## config.mk

```make
export PLATFORM = sky130hd
export DESIGN_NAME = arb_n_service
export DESIGN_NICKNAME = d
export VERILOG_FILES = /design/src/rtl/arb_pkg.sv /design/src/rtl/arb_fifo_sc.sv /design/src/rtl/arb_n_service.sv
export SDC_FILE = /design/constraint.sdc
export NUM_CORES = 1
export LEC_CHECK = 0
export ABC_AREA = 1
export BUFFER_PORTS_ARGS = -buffer_cell sky130_fd_sc_hd__buf_2
export CORE_ASPECT_RATIO = 1.25
export CORE_MARGIN = 3
export CORE_UTILIZATION = 50
export DETAILED_ROUTE_END_ITERATION = 6
export GPL_TIMING_DRIVEN = 0
export PLACE_DENSITY = 0.66
export SLEW_MARGIN = 25
export SYNTH_ARGS = -nofsm -noshare
export SYNTH_HDL_FRONTEND = slang
export SYNTH_SLANG_ARGS = --single-unit
export TNS_END_PERCENT = 50
```

## constraint.sdc

```tcl
create_clock -name Clk -period 8.85 [get_ports Clk]
set_input_delay 1.77 -clock Clk [delete_from_list [all_inputs] [get_ports Clk]]
set_output_delay 1.77 -clock Clk [all_outputs]
set_load 0.02 [all_outputs]
```

## src/rtl/arb_pkg.sv

```systemverilog
// Shared types, mode constants and sizing helpers for the N-input arbitration service.
package arb_pkg;

    localparam bit ARB_FIXED = 1'b0;
    localparam bit ARB_RR    = 1'b1;

    // A FIFO entry is {last, data}, so its width follows the data width.
    function automatic int entry_w(input int dwidth);
        return dwidth + 1;
    endfunction

    function automatic int sel_w(input int num_in);
        return (num_in > 1) ? $clog2(num_in) : 1;
    endfunction

    function automatic int cnt_w(input int depth);
        return $clog2(depth) + 1;
    endfunction

    typedef enum logic {
        LK_OPEN = 1'b0,
        LK_HELD = 1'b1
    } lock_state_t;

endpackage

```

## src/rtl/arb_fifo_sc.sv

```systemverilog
// Single-clock FIFO with registered occupancy count; no bypass in either direction.
module arb_fifo_sc
    import arb_pkg::*;
#(
    parameter int WIDTH = 9,
    parameter int DEPTH = 16
) (
    input  logic                   clk,
    input  logic                   rst_n,
    input  logic                   push,
    input  logic                   pop,
    input  logic [WIDTH-1:0]       wdata,
    output logic [WIDTH-1:0]       rdata,
    output logic                   empty,
    output logic                   full,
    output logic [$clog2(DEPTH):0] count
);

    localparam int AW = $clog2(DEPTH);
    localparam int CW = cnt_w(DEPTH);

    logic [WIDTH-1:0] mem [DEPTH];
    logic [AW-1:0]    wr_ptr;
    logic [AW-1:0]    rd_ptr;
    logic             do_push;
    logic             do_pop;

    assign empty   = (count == '0);
    assign full    = (count == CW'(DEPTH));
    assign do_push = push & ~full;
    assign do_pop  = pop & ~empty;
    assign rdata   = mem[rd_ptr];

    always_ff @(posedge clk) begin
        if (do_push) begin
            mem[wr_ptr] <= wdata;
        end
    end

    // Pointers wrap naturally because DEPTH is a power of two.
    always_ff @(posedge clk) begin
        if (!rst_n) begin
            wr_ptr <= '0;
            rd_ptr <= '0;
            count  <= '0;
        end else begin
            if (do_push) begin
                wr_ptr <= wr_ptr + 1'b1;
            end
            if (do_pop) begin
                rd_ptr <= rd_ptr + 1'b1;
            end
            case ({do_push, do_pop})
                2'b10:   count <= count + 1'b1;
                2'b01:   count <= count - 1'b1;
                default: count <= count;
            endcase
        end
    end

endmodule

```

## src/rtl/arb_n_service.sv

```systemverilog
// N-input buffered arbiter: per-channel FIFOs, round-robin or fixed-priority grant,
// optional packet locking, and a single registered output channel.
module arb_n_service
    import arb_pkg::*;
#(
    parameter int  NUM_IN   = 4,
    parameter int  DWIDTH   = 8,
    parameter int  DEPTH    = 16,
    parameter bit  RR_MODE  = ARB_RR,
    parameter bit  PKT_MODE = 1'b0,
    localparam int SW       = sel_w(NUM_IN)
) (
    input  logic                     Clk,
    input  logic                     Rst_n,
    input  logic [NUM_IN*DWIDTH-1:0] in_data,
    input  logic [NUM_IN-1:0]        in_last,
    input  logic [NUM_IN-1:0]        in_valid,
    output logic [NUM_IN-1:0]        in_ready,
    output logic [DWIDTH-1:0]        out_data,
    output logic                     out_last,
    output logic [SW-1:0]            out_src,
    output logic                     out_valid,
    input  logic                     out_ready
);

    localparam int EW = entry_w(DWIDTH);
    localparam int CW = cnt_w(DEPTH);

    logic [NUM_IN-1:0] fifo_push;
    logic [NUM_IN-1:0] fifo_pop;
    logic [NUM_IN-1:0] fifo_empty;
    logic [NUM_IN-1:0] fifo_full;
    logic [EW-1:0]     fifo_rdata [NUM_IN];
    logic [CW-1:0]     fifo_count [NUM_IN];

    logic [SW-1:0]     ptr;
    logic [SW-1:0]     grant;
    logic [EW-1:0]     grant_entry;
    logic              grant_last;
    logic [NUM_IN-1:0] eligible;
    logic              any_eligible;
    logic              load;

    lock_state_t       lock_state;
    lock_state_t       lock_state_next;
    logic [SW-1:0]     lock_src;
    logic [SW-1:0]     lock_src_next;

    genvar g;
    generate
        for (g = 0; g < NUM_IN; g++) begin : g_ch
            assign in_ready[g]  = Rst_n & ~fifo_full[g];
            assign fifo_push[g] = in_valid[g] & in_ready[g];

            arb_fifo_sc #(
                .WIDTH (EW),
                .DEPTH (DEPTH)
            ) u_fifo (
                .clk   (Clk),
                .rst_n (Rst_n),
                .push  (fifo_push[g]),
                .pop   (fifo_pop[g]),
                .wdata ({in_last[g], in_data[g*DWIDTH +: DWIDTH]}),
                .rdata (fifo_rdata[g]),
                .empty (fifo_empty[g]),
                .full  (fifo_full[g]),
                .count (fifo_count[g])
            );

            // in_ready follows the full flag; it must never disagree with the count.
            assert property (@(posedge Clk) disable iff (!Rst_n)
                fifo_full[g] == (fifo_count[g] == CW'(DEPTH)));
        end
    endgenerate

    // While a packet is locked only its source may be granted, even if others hold data.
    always_comb begin
        eligible = '0;
        for (int i = 0; i < NUM_IN; i++) begin
            eligible[i] = !fifo_empty[i] &&
                          ((lock_state == LK_OPEN) || (lock_src == SW'(i)));
        end
    end

    // Rotate so the search starts after the last grant, pick lowest, then unrotate.
    always_comb begin
        int                start;
        int                pick;
        logic [NUM_IN-1:0] rot;
        logic [SW-1:0]     idx;

        start = (RR_MODE == ARB_RR) ? ((int'(ptr) + 1) % NUM_IN) : 0;
        rot   = '0;
        for (int j = 0; j < NUM_IN; j++) begin
            idx    = SW'((start + j) % NUM_IN);
            rot[j] = eligible[idx];
        end
        pick = 0;
        for (int j = NUM_IN - 1; j >= 0; j--) begin
            if (rot[j]) begin
                pick = j;
            end
        end
        grant        = SW'((start + pick) % NUM_IN);
        any_eligible = |eligible;
    end

    assign grant_entry = fifo_rdata[grant];
    assign grant_last  = grant_entry[DWIDTH];

    always_comb begin
        load     = (!out_valid || out_ready) && any_eligible;
        fifo_pop = '0;
        if (load) begin
            fifo_pop[grant] = 1'b1;
        end
    end

    always_ff @(posedge Clk) begin
        if (!Rst_n) begin
            out_valid <= 1'b0;
            out_data  <= '0;
            out_last  <= 1'b0;
            out_src   <= '0;
        end else if (load) begin
            out_valid <= 1'b1;
            out_data  <= grant_entry[DWIDTH-1:0];
            out_last  <= grant_last;
            out_src   <= grant;
        end else if (out_ready) begin
            out_valid <= 1'b0;
        end
    end

    // Reset value makes channel 0 the first round-robin winner.
    always_ff @(posedge Clk) begin
        if (!Rst_n) begin
            ptr <= SW'(NUM_IN - 1);
        end else if (load && (RR_MODE == ARB_RR)) begin
            ptr <= grant;
        end
    end

    always_ff @(posedge Clk) begin
        if (!Rst_n) begin
            lock_state <= LK_OPEN;
            lock_src   <= '0;
        end else begin
            lock_state <= lock_state_next;
            lock_src   <= lock_src_next;
        end
    end

    always_comb begin
        lock_state_next = lock_state;
        lock_src_next   = lock_src;
        if (PKT_MODE && load) begin
            case (lock_state)
                LK_OPEN: begin
                    if (!grant_last) begin
                        lock_state_next = LK_HELD;
                        lock_src_next   = grant;
                    end
                end
                LK_HELD: begin
                    if (grant_last) begin
                        lock_state_next = LK_OPEN;
                    end
                end
                default: lock_state_next = LK_OPEN;
            endcase
        end
    end

endmodule

```

Word level (Yosys, flattened, before mapping)
Memory sizes are Yosys's and may differ from the RTL's. A register that Yosys moved wholly into a read port is not among the register bits.
Cells that the tools add are included.
{"block": "totals", "ff_bits": 66, "ram_bits": 576, "inputBits": 43, "output_inout_bits": 16, "wordCells": 144, "n_memories": 4}
{"block": "classes", "addsub": 21, "magnitude_cmp": 7, "eq_ne": 12, "mux": 40, "n_bitwise": 25, "n_reduce_logical": 18}
{"memory": "g_ch[0].u_fifo.mem", "depth": 16, "word_bits": 9, "rd": 1, "rd_ports_with_merged_regs": 1, "wr": 1, "line": "arb_fifo_sc.sv:22", "rtl": "logic [WIDTH-1:0] mem [DEPTH];"}
{"memory": "g_ch[1].u_fifo.mem", "depth": 16, "word_bits": 9, "rd": 1, "rd_ports_with_merged_regs": 1, "wr": 1, "line": "arb_fifo_sc.sv:22"}
{"memory": "g_ch[2].u_fifo.mem", "depth": 16, "word_bits": 9, "rd": 1, "rd_ports_with_merged_regs": 1, "wr": 1, "line": "arb_fifo_sc.sv:22"}
{"memory": "g_ch[3].u_fifo.mem", "depth": 16, "word_bits": 9, "rd": 1, "rd_ports_with_merged_regs": 1, "wr": 1, "line": "arb_fifo_sc.sv:22"}
{"cell": "$pmux 5 s2", "n": 4}
{"cell": "$mux 4", "n": 9}
{"cell": "$add 4x1->4 const B", "n": 8}
{"cell": "$add 5x1->5 const B", "n": 4}
{"cell": "$eq 5x5->1 const B", "n": 4}
{"cell": "$logic_not 5->1", "n": 4}
{"cell": "$sub 5x1->5 const B", "n": 4}
{"cell": "$bmux 9 s2", "n": 1}
{"cell": "$mux 9", "n": 2}
{"cell": "$and 1x1->1", "n": 16}
{"cell": "$lt 2x3->1 const B", "n": 5}
{"cell": "$mux 1", "n": 15}
{"cell": "$reduce_bool 2->1", "n": 5}
{"cell": "$bmux 1 s2", "n": 4}
{"cell": "$eq 2x1->1 const B", "n": 4}
{"cell": "$eq 2x2->1 const B", "n": 4}
{"cell": "$mux 2", "n": 4}
{"cell": "$not 1->1", "n": 8}
{"cell": "$logic_not 1->1", "n": 5}
{"cell": "$add 2x1->2 const B", "n": 2}
{"cell": "$add 2x2->2 const B", "n": 2}
{"cell": "$reduce_or 4->1", "n": 1}
{"cell": "$ge 3x3->1 const B", "n": 1}
{"cell": "$not 2->3", "n": 1}
{"cell": "other kinds (5)", "n": 6}

Logic depth before layout (Yosys ltp)
{"block": "depth", "word_depth": 17, "ltp_mapped": 26, "depth_no_buf": 26}

Modules after synthesis
Synthesis repeated with hierarchy kept, for this count alone.
{"block": "hier_totals", "hier_cells": 2292, "area_unflattened_um2": 28147.0}
{"mod": "arb_fifo_sc at g_ch[0].u_fifo ...", "instances": 3, "cells_per_inst": 517, "area_per_inst_um2": 6718.9, "seq_area_each_um2": 4664.5}
{"mod": "arb_fifo_sc at g_ch[1].u_fifo", "instances": 1, "cells_per_inst": 518, "area_per_inst_um2": 6725.2, "seq_area_each_um2": 4664.5}
{"mod": "arb_n_service", "instances": 1, "cells_per_inst": 223, "area_per_inst_um2": 1265.0, "seq_area_each_um2": 280.3}

Worst setup path before layout
No wires, ideal clock.
{"block": "synth_path", "path_kind": "input port to output port", "from": "input port Rst_n", "to": "output port in_ready[0]", "arrival_time_ns": 2.261, "required_ns": 7.080, "slack_ns": 4.819, "stages": 3, "path_buffers": 1, "cell_sequence": "clkbuf_1 > nand2_1 > inv_1"}
{"block": "synth_between", "elab_chain_len": 1}
{"item": "start: declaration", "line": "arb_n_service.sv:14", "rtl": "input logic Rst_n,"}
{"item": "$and 1x1->1", "line": "arb_n_service.sv:52", "rtl": "assign in_ready[g] = Rst_n & ~fifo_full[g];"}
{"item": "end: declaration", "line": "arb_n_service.sv:18", "rtl": "output logic [NUM_IN-1:0] in_ready,"}
No other way between the ends.

Worst setup path after layout
Ends and elaborated chain as after synthesis.

==> results.toml <==
[status]
status = "completed"

[grt]
grtUsageTotal_pct = 25.0
grt-ovfl-total = 0
grt_max_degree = 17
grt_pass1_vias = 18076
grt_first_pass_wirelength_um = 106000
antenna_found_initial = 0

[power_and_ir_drop]
leakagePower_nw = 10.0
p_int_mw = 5.65
total_power_mw = 8.38
power.switching_mw = 2.72
power_frac_clock_pct = 32.9
peakVddDrop_mv = 0.187
pwr-share-seq_pct = 42.3
power_density_nw_per_um2 = 280
switching_share_pct = 32.5
p_comb_share_pct = 24.8

[synth]
ys_ff_latch = 658
yosys_warnings = 0
ys_types = 39
ys_top_cells_by_count = "edfxtp_1, nor2_1, o21ai_0"
synthTopCellsByArea = "edfxtp_1, dfxtp_1, o21ai_0"
synth_enable_flop_cells = 576
yosysMostFrequentCell = "edfxtp_1"
yosysTopAreaCellShare_pct = 64.8
synth_ff_type = "edfxtp_1"
synthesis.area_um2 = 26700
synthesis.nets = 2253
async_flop_share_pct = 0
ys_seq_area_share_pct = 71.0
synth_top_area_cell = "edfxtp_1"
synth.avg_cell_area_um2 = 12.2
syn_inst = 2179

[sta]
slew_violations = 0
rsz0062_at_grt = "no"
finalClockSkew_ps = 17.6
final.setup.tns_ps = 0
hold_viol = 0
min_period_ps = 4680
tightest_slew_ps = 1080
finalSetupViolations = 0
timing.fmax_mhz = 214
max_slew_margin_pct = 28.0
fin_crit_sh_pct = 52.9

[setup_path]
reg2reg_depth = 25
path_buf_inv = 4
cp.arrival_ps = 2910
cp-end-kind = "output pin"
cp_max_fo = 10
crit_top_cell = "buf_2"
start_kind = "input port"
crit_type = "in2out"
cpPeakStageDelay_ps = 490
worst_path_max_delay_cell = "clkbuf_1"
reg2reg_setup_slack_ps = 4620
r2r-end = "g_ch[0].u_fifo.count[4]"
crit_chain = "buf_2 -> clkbuf_1 -> nand2_1 -> inv_1 -> buf_2"
r2r-start = "g_ch[1].u_fifo.count[0]"
cp.required_ps = 7080
cp_top_family = "buffers and inverters"

[cells_and_area]
syn_to_final_growth_pct = 12.3
instances_no_fill = 3026
drive_gt1_share_pct = 8.54
diodes = 0
final_core_util_pct = 56.9
nNetsFinal = 2379

[detailed_routing]
vias = 18236
drc = 0
drt_iter0_markers = 1976
wl_per_cell_um = 23.0
dr.pass1.iters = 5
avgViaCountPerCell = 6.03
wl_um = 69700
drtAntennaViolNets = 0

[clock_network]
cts_resized = 0
clkTransAtPathRegs_ps = 60
ctsHoldBuffers = 0
h-tree-depth = 3
ctsLongestPathBuffers = 3
cts_inserted_buffers = 66
clk_latency_ps = 600
root_buffer = "clkbuf_16"
cts_sinks = 658
cts_setup_buffers = 0
cts_tree = "done"

[min_path]
min_path_type = "reg2reg"
min_path_cells = 2
min_from = "g_ch[3].u_fifo.rd_ptr[3]"
hold_end = "g_ch[3].u_fifo.rd_ptr[3]"

[floorplanning]
ioPinCount = 59
row_count = 94
die_w_um = 213
core_um2 = 52700
die_h_um = 264
start_util_pct = 50.6
dieArea_um2 = 56200

[placement]
dpl.hpwl_um = 46600
place_inst = 2909
io_buffers = 58
gp_congestion = 0.942

[job]
drv_cap = 0
stage by stage:
step / setup slack [ps] / hold WS [ps] / area [um^2]
2_1_floorplan: 4820 / 444 / 26700
3_3_place_gp: 4140 / 461 / 27800
3_5_place_dp: 4180 / 467 / 27800
4_1_cts: 4170 / 481 / 30000
5_1_grt: 4110 / 491 / 30000
6_report: 4170 / 480 / 30000
cell usage in the layout (no fill, tap or decap), drive strengths merged, types with 10 or more instances in the layout:
master,synthesis,layout
nand3,96,96
xor2,11,11
nor3,10,10
o21ai,327,327
clkinv,10,37
nand2,116,116
clkbuf,114,196
a31oi,13,13
edfxtp,576,576
nor2,426,426
o221ai,98,98
ha,31,31
dfxtp,82,82
a21oi,44,44
inv,93,93
o22ai,48,48
o211ai,51,51
buf,5,63
power groups by stage:
stage / clock (mW) / combinational [mW] / sequential [mW]
after floorplan: 0 / 1.28 / 3.61
after global placement: 0 / 1.98 / 3.60
after detailed placement: 0 / 2.02 / 3.61
after CTS: 2.79 / 2.03 / 3.54
after global routing: 2.93 / 2.26 / 3.55
final: 2.76 / 2.08 / 3.54
tightest hold or removal path, stage by stage, from the launching register on:
cell,delay [ps]
dfxtp_1,300
inv_1,70
a21oi_1,60
registers in the layout, summed over array words and instances (netlist names), named ones only:
name / flops
g_ch.u_fifo.count: 20
g_ch.u_fifo.mem: 576
g_ch.u_fifo.rd_ptr: 16
g_ch.u_fifo.wr_ptr: 16
out_data: 8
out_last: 1
out_src: 2
out_valid: 1
ptr: 2
per-layer routing:
layer	part of all wire (%)	vias to the layer above	track usage, %	wire, um
met2	50	829	42.0	34600
met3	7.3	157	3.14	5060
met4	4.0	0	11.0	2770
li1	-	8314	-	-
met1	39	8936	32.7	27300
met5	0	-	0	0
final cells by class:
type	count	area, um^2
plain buffers	119	457
clock buffers	82	1870
clock inverters	35	272
fillers	4293	22700
inverters	103	388
multi-input cells	1299	6900
flip-flops and latches	658	18900
well taps	672	841
repair buffers	58	290
worst max-delay path by stage:
stage | startpoint | to | slack (ps) | cells after the start
after floorplan | Rst_n | in_ready[0] | 4820 | 3
after global placement | Rst_n | in_ready[0] | 4140 | 5
after detailed placement | Rst_n | in_ready[0] | 4180 | 5
after CTS | Rst_n | in_ready[0] | 4170 | 5
after global routing | Rst_n | in_ready[0] | 4110 | 5
final | Rst_n | in_ready[0] | 4170 | 5
cell families (layout without fill, tap and decap cells):
family	after synthesis	count (layout)	share of synthesized area [%]
XOR/XNOR	18	18	0.619
AO/OA/AOI/OAI	590	590	13.3
buffers and inverters	222	397	3.17
AND/OR/NAND/NOR	660	660	10.5
adder cells (fa/ha/maj)	31	31	1.45
flip-flops	658	658	71.0
(Power assumes the default switching activity.)
